`src/rtl/mem_rd_pkg.sv`:
```
// Shared types and constants for the memory read streamer.
package mem_rd_pkg;

   localparam int unsigned DATA_WIDTH_DEF = 32;
   localparam int unsigned ADDR_WIDTH_DEF = 5;
   localparam int unsigned LEN_WIDTH_DEF  = 6;

   // Output buffer geometry: reads are throttled so buffer + in-flight never exceeds this.
   localparam int unsigned BUF_DEPTH = 2;
   localparam int unsigned BUF_PTR_W = $clog2(BUF_DEPTH);
   localparam int unsigned BUF_CNT_W = $clog2(BUF_DEPTH + 1);

   typedef enum logic [1:0] {
      IDLE  = 2'd0,
      RUN   = 2'd1,
      DRAIN = 2'd2,
      FIN   = 2'd3
   } state_t;

   // True for every state that belongs to an active burst.
   function automatic logic state_busy(input state_t s);
      return s != IDLE;
   endfunction

endpackage

```
`src/rtl/mem_rd_buf.sv`:
```
// Two-entry first-word-fall-through FIFO. When empty, a word being pushed is
// presented at the head in the same cycle, so a ready consumer takes it without
// it ever being stored; that keeps the stream at one beat per cycle.
module mem_rd_buf
   import mem_rd_pkg::*;
#(
   parameter int unsigned WIDTH = DATA_WIDTH_DEF
) (
   input  logic                 clk,
   input  logic                 rst_n,
   input  logic                 push,
   input  logic [WIDTH-1:0]     push_data,
   input  logic                 pop,
   output logic [WIDTH-1:0]     head_data,
   output logic                 head_valid,
   output logic [BUF_CNT_W-1:0] count
);

   logic [WIDTH-1:0]     entry_q [BUF_DEPTH];
   logic [BUF_PTR_W-1:0] rd_ptr_q;
   logic [BUF_PTR_W-1:0] wr_ptr_q;
   logic                 store_c;
   logic                 drain_c;
   logic                 empty_c;

   // A push bypasses storage only when the FIFO is empty and the head is popped.
   assign empty_c    = (count == '0);
   assign store_c    = push && !(empty_c && pop);
   assign drain_c    = pop && !empty_c;
   assign head_valid = push || !empty_c;
   assign head_data  = empty_c ? push_data : entry_q[rd_ptr_q];

   // Storage, pointers and occupancy.
   always_ff @(posedge clk or negedge rst_n) begin
      if (!rst_n) begin
         for (int i = 0; i < int'(BUF_DEPTH); i++) begin
            entry_q[i] <= '0;
         end
         rd_ptr_q <= '0;
         wr_ptr_q <= '0;
         count    <= '0;
      end else begin
         if (store_c) begin
            entry_q[wr_ptr_q] <= push_data;
            wr_ptr_q          <= BUF_PTR_W'(wr_ptr_q + 1'b1);
         end
         if (drain_c) begin
            rd_ptr_q <= BUF_PTR_W'(rd_ptr_q + 1'b1);
         end
         count <= BUF_CNT_W'(count + BUF_CNT_W'(store_c) - BUF_CNT_W'(drain_c));
      end
   end

endmodule

```
`src/rtl/mem_rd_streamer.sv`:
```
// Burst read master for the dual-port word memory: issues reads for
// (base_addr, length) and streams the returned words out as valid/ready with a
// last marker. Define MEM_RD_CHECKSUM_EN to add a running sum of the streamed
// words on the checksum output.
module mem_rd_streamer
   import mem_rd_pkg::*;
#(
   parameter int unsigned DATA_WIDTH = DATA_WIDTH_DEF,
   parameter int unsigned ADDR_WIDTH = ADDR_WIDTH_DEF,
   parameter int unsigned LEN_WIDTH  = LEN_WIDTH_DEF
) (
   input  logic                  clk,
   input  logic                  rst_n,
   input  logic                  start,
   input  logic [ADDR_WIDTH-1:0] base_addr,
   input  logic [LEN_WIDTH-1:0]  length,
   output logic                  busy,
   output logic                  done,
   output logic                  mem_read_en,
   output logic [ADDR_WIDTH-1:0] mem_read_address,
   input  logic [DATA_WIDTH-1:0] mem_data_out,
   output logic [DATA_WIDTH-1:0] m_data,
   output logic                  m_valid,
   input  logic                  m_ready,
   output logic                  m_last
`ifdef MEM_RD_CHECKSUM_EN
   ,
   output logic [DATA_WIDTH-1:0] checksum
`endif
);

   state_t                state_q;
   state_t                state_n;
   logic [ADDR_WIDTH-1:0] rd_ptr_q;
   logic [LEN_WIDTH-1:0]  issue_cnt_q;
   logic [LEN_WIDTH-1:0]  beat_cnt_q;
   logic                  inflight_q;
   logic                  accept_c;
   logic                  issue_c;
   logic                  xfer_c;
   logic [BUF_CNT_W-1:0]  buf_count;
   logic [BUF_CNT_W-1:0]  occupancy_c;
   logic [DATA_WIDTH-1:0] head_data;
   logic                  head_valid;

   // Words owed to the buffer: stored entries plus the read still in flight.
   assign occupancy_c = BUF_CNT_W'(buf_count + BUF_CNT_W'(inflight_q));
   assign xfer_c      = head_valid && m_ready;

   // Next-state, command acceptance and read issue.
   always_comb begin
      state_n  = state_q;
      accept_c = 1'b0;
      issue_c  = 1'b0;
      unique case (state_q)
         IDLE: begin
            if (start) begin
               accept_c = 1'b1;
               state_n  = (length == '0) ? FIN : RUN;
            end
         end
         RUN: begin
            issue_c = (issue_cnt_q != '0) && (occupancy_c < BUF_CNT_W'(BUF_DEPTH));
            if ((issue_cnt_q == '0) || (issue_c && (issue_cnt_q == LEN_WIDTH'(1)))) begin
               state_n = DRAIN;
            end
         end
         DRAIN: begin
            if ((beat_cnt_q == '0) || (xfer_c && (beat_cnt_q == LEN_WIDTH'(1)))) begin
               state_n = FIN;
            end
         end
         FIN: begin
            state_n = IDLE;
         end
         default: begin
            state_n = IDLE;
         end
      endcase
   end

   // State register with busy/done decoded from the next state.
   always_ff @(posedge clk or negedge rst_n) begin
      if (!rst_n) begin
         state_q <= IDLE;
         busy    <= 1'b0;
         done    <= 1'b0;
      end else begin
         state_q <= state_n;
         busy    <= state_busy(state_n);
         done    <= (state_n == FIN);
      end
   end

   // Read pointer, issue/beat counters and the in-flight flag.
   always_ff @(posedge clk or negedge rst_n) begin
      if (!rst_n) begin
         rd_ptr_q    <= '0;
         issue_cnt_q <= '0;
         beat_cnt_q  <= '0;
         inflight_q  <= 1'b0;
      end else begin
         inflight_q <= issue_c;
         if (accept_c) begin
            rd_ptr_q    <= base_addr;
            issue_cnt_q <= length;
            beat_cnt_q  <= length;
         end else begin
            if (issue_c) begin
               rd_ptr_q    <= ADDR_WIDTH'(rd_ptr_q + 1'b1);
               issue_cnt_q <= LEN_WIDTH'(issue_cnt_q - 1'b1);
            end
            if (xfer_c) begin
               beat_cnt_q <= LEN_WIDTH'(beat_cnt_q - 1'b1);
            end
         end
      end
   end

   mem_rd_buf #(
      .WIDTH (DATA_WIDTH)
   ) u_buf (
      .clk        (clk),
      .rst_n      (rst_n),
      .push       (inflight_q),
      .push_data  (mem_data_out),
      .pop        (xfer_c),
      .head_data  (head_data),
      .head_valid (head_valid),
      .count      (buf_count)
   );

   assign mem_read_en      = issue_c;
   assign mem_read_address = rd_ptr_q;
   assign m_valid          = head_valid;
   assign m_data           = head_valid ? head_data : '0;
   assign m_last           = head_valid && (beat_cnt_q == LEN_WIDTH'(1));

`ifdef MEM_RD_CHECKSUM_EN
   // Running sum of transferred words; cleared when a burst is accepted.
   always_ff @(posedge clk or negedge rst_n) begin
      if (!rst_n) begin
         checksum <= '0;
      end else if (accept_c) begin
         checksum <= '0;
      end else if (xfer_c) begin
         checksum <= DATA_WIDTH'(checksum + m_data);
      end
   end
`endif

endmodule

```
`config.mk`:
```
export PLATFORM = sky130hd
export DESIGN_NAME = mem_rd_streamer
export DESIGN_NICKNAME = d
export VERILOG_FILES = /design/src/rtl/mem_rd_pkg.sv /design/src/rtl/mem_rd_buf.sv /design/src/rtl/mem_rd_streamer.sv
export SDC_FILE = /design/constraint.sdc
export NUM_CORES = 1
export LEC_CHECK = 0
export ABC_AREA = 1
export CAP_MARGIN = 20
export CORE_MARGIN = 2
export CORE_UTILIZATION = 42
export DETAILED_ROUTE_END_ITERATION = 6
export PLACE_DENSITY = 0.66
export SETUP_SLACK_MARGIN = 0.3
export SYNTH_ARGS = -nofsm -noshare
export SYNTH_HDL_FRONTEND = slang
export SYNTH_HIERARCHICAL = 1
export SYNTH_SLANG_ARGS = --single-unit
```
`constraint.sdc`:
```
create_clock -name clk -period 2.8 [get_ports clk]
set_input_delay 0.28 -clock clk [delete_from_list [all_inputs] [get_ports clk]]
set_output_delay 0.28 -clock clk [all_outputs]
set_load 0.02 [all_outputs]
```
==> impl_metrics.ini <==
[synth]
syn_area_um2 = 5260
synthesis.nets = 782
synth-seq-cells = 90
yosys_warnings = 6
yosysUniqueCellTypes = 26
synthesis.area_per_instance_um2 = 7.23
synth-seq-area-share_pct = 42.8
syn_inst = 728

[worst_setup_path]
worst_path_top_cell_family_by_delay = buffers and inverters
crit_path_end_kind = output pin
worstPathBufferInverterCount = 4
crit_chain = nor2_4, inv_1, or2_2, buf_6, inv_1, nor2_1, clkdlybuf4s50_1
critPathLaunchType = flop
peak_fanout_along_the_critical_path = 34
worst_ep_required_time_ns = 2.52
worstSetupPathType = flop to output pin
cp_slowest_cell = sky130_fd_sc_hd__clkdlybuf4s50_1
path_common_cell = sky130_fd_sc_hd__inv_1
cpPeakStageDelay_ns = 0.53
crit_arrival_ns = 2.15

[layout]
post_route_cells_drive_above_1_share_pct = 6.37
most_common_library_cell_in_the_layout_ignoring_fill_and_taps = sky130_fd_sc_hd__nand2_1
finalNetCount = 850
area_delta_synth_final_pct = 26.7
num-fill-cells = 1170
stdcell_area_um2 = 6670
leading_cell_types_in_the_layout_fill_and_taps_excluded = 326 x sky130_fd_sc_hd__nand2_1, 88 x sky130_fd_sc_hd__dfrtp_1, 86 x sky130_fd_sc_hd__inv_1
antenna_cells_inserted = 0
final_cell_count_no_fill = 969

[cts]
insertion_delay_to_the_later_sink_of_the_worst_skew_pair_ns = 0.34
clk_transition_reported_paths_ns = 0.06
cts_inserted_buffers = 9
clock_tree_from_tritoncts = built
cts.sinks = 90
cts-root-buf = sky130_fd_sc_hd__clkbuf_16
clk_path_buf_depth = 2
cts-htree-levels = 3

[timing]
rsz0062_at_grt = true
report.final.hold_viol_count = 0
timing.final.setup_violations = 0
timing_max_transition_violations_final = 0
max_clock_freq_mhz = 411
max_slew_margin_pct = 55.2
worstMarginPinSlew_ns = 0.672
fin_ws_ns = 0.365
setup-tns-final_ns = 0
fin_worst_skew_ns = 0.00352
timing.final.crit_share_pct = 86.9
finalWorstPathRequiredPeriod_ns = 2.43

[detailed_routing]
first_pass_iters = 5
routed_wirelength_um = 13500
drt-vias-per-instance = 5.07
drtAntennaViolNets = 0
total_drc_errors_in_the_routed_layout = 0
drtIter0Drc = 317
vias = 4913
drt-wirelength-per-cell_um = 13.9

[pwr]
pwr_per_cell_area_nw_per_um2 = 1330
vdd.ir_drop.worst_v = 0.000707
power.leakage_nw = 3.87

[min_path]
holdCritPathClass = flop to flop

[placement]
place.detailed.instances = 951
pre_cts_ws_ns = 0.455
placed_area_um2 = 6230
post-dp-hpwl_um = 8840
number_of_i_o_port_buffers = 88
globalplace.congestion = 0.835

[grt]
globalRouteOverflowTotal = 0
first_global_vias = 4736
globalRouteTotalUtil_pct = 20.9
antenna_found_initial = 0
grt_start_max_net_pins = 52
grt_pass1_wl_um = 22500

[die]
placeableCoreArea_um2 = 12100
std_cell_rows = 40
initial_core_util_pct = 43.4
die_area_um2 = 13400
die_w_um = 116
die_span_in_y_um = 116
boundaryPins = 89

[job]
maxCapViolations = 0

[outcome]
status = completed
==> worst register-to-register path, delay by kind of cell (launching register included) <==
family / cells / cell delay, ns
buffers and inverters: 4 / 0.30
adders and majority gates: 2 / 0.46
and+or+nand+nor: 7 / 0.99
DFF: 1 / 0.44
==> synthesized netlist by cell type <==
master                     number  area, µm²
sky130_fd_sc_hd__buf_6          5       56.3
sky130_fd_sc_hd__inv_1         86        323
sky130_fd_sc_hd__xor2_1         9       78.8
sky130_fd_sc_hd__inv_2          1       3.75
sky130_fd_sc_hd__nand4_1       66        413
sky130_fd_sc_hd__nor2_1        16       60.1
sky130_fd_sc_hd__buf_4          2       15.0
sky130_fd_sc_hd__buf_2         21        105
sky130_fd_sc_hd__nand3b_1       1       7.51
sky130_fd_sc_hd__clkbuf_1      12       45.0
sky130_fd_sc_hd__o21ai_0        9       45.0
sky130_fd_sc_hd__o211ai_1      35        263
sky130_fd_sc_hd__nand2_1      326       1220
sky130_fd_sc_hd__nor2_8         1       20.0
sky130_fd_sc_hd__nor2_2         3       18.8
sky130_fd_sc_hd__nand2_2        3       18.8
sky130_fd_sc_hd__buf_1          6       22.5
sky130_fd_sc_hd__nand3_2        3       30.0
sky130_fd_sc_hd__nand3_1       16       80.1
sky130_fd_sc_hd__inv_6          1       8.76
sky130_fd_sc_hd__xnor2_1        3       26.3
sky130_fd_sc_hd__o21ai_2        2       17.5
sky130_fd_sc_hd__ha_1           7       87.6
sky130_fd_sc_hd__nor2_4         3       33.8
sky130_fd_sc_hd__dfrtp_1       90       2250
sky130_fd_sc_hd__or2_2          1       6.26
==> per-stage QoR <==
| step | total power, mW | util, % | hold slack (ns) |
|---|---|---|---|
| floorplan | 5.92 | - | -0.0156 |
| global placement | 7.60 | 51.4 | 0.362 |
| detailed placement | 7.72 | 51.4 | 0.360 |
| CTS | 8.96 | 54.1 | 0.476 |
| global route | 9.69 | 55.0 | 0.494 |
| finish | 8.86 | 55.0 | 0.472 |
==> worst paths after layout <==
kind                                   startpoint  cells after the start           endpoint  slack (ns)
worst max-delay path               u_buf/count[1]                      7             m_last        0.37
worst min-delay path            u_buf/entry_q[46]                      2  u_buf/entry_q[46]        0.47
worst max register to register     u_buf/count[1]                     13     u_buf/count[1]        0.49
worst min register to register  u_buf/entry_q[46]                      2  u_buf/entry_q[46]        0.47
max in group asynchronous                   rst_n                      3  u_buf/entry_q[54]        1.63
min in group asynchronous                   rst_n                      2   u_buf/entry_q[4]        0.51
==> flip-flops by register name (all words and copies together), names as in the netlist, 2 cells and up <==
name,count
mem_read_address,5
beat_cnt_q,6
state_q,2
u_buf/entry_q,64
u_buf/count,2
issue_cnt_q,6
==> layout make-up <==
type / instances / area (µm²) / share of cell area (%)
Sequential cell: 90 / 2260 / 33.9
Timing Repair Buffer: 103 / 1120 / 16.8
Inverter: 88 / 335 / 5.03
Clock inverter: 7 / 70.1 / 1.05
Tap cell: 168 / 210 / 3.15
Multi-Input combinational cell: 504 / 2450 / 36.8
Clock buffer: 9 / 225 / 3.38
==> timing repair <==
action | in CTS | in global routing
hold buffers | 1 | 0
pin swaps | 0 | 0
setup buffers | 0 | 1
endpoints found under the setup margin | 31 | 74
hold endpoints to repair | 7 | 0
gates resized for setup | 6 | 36
==> where the power goes <==
part	leakage (nW)	switching (mW)	internal (mW)
Clock	0.133	0.512	0.688
Combinational	2.62	3.22	2.05
Sequential	1.12	0.464	1.93
==> logic make-up (layout without fill, tap and decap cells) <==
logic type,count (synthesis),in the layout,share of synthesized area [%]
and+or+nand+nor,439,439,36.3
buffers and inverters,134,207,11.0
DFF,90,90,42.8
AOI/OAI and AO/OA,46,46,6.18
xor gates and xnor gates,12,12,2.00
adders and majority gates,7,7,1.66
==> layer usage <==
metal | routed length, µm | track usage [%] | vias to the layer above
li1 | - | - | 2458
met1 | 6030 | 27.1 | 2296
met2 | 6420 | 34.9 | 133
met3 | 700 | 3.29 | 26
met4 | 308 | 9.13 | 0
met5 | 0 | 0 | -
Power figures use the tool's default switching activity.
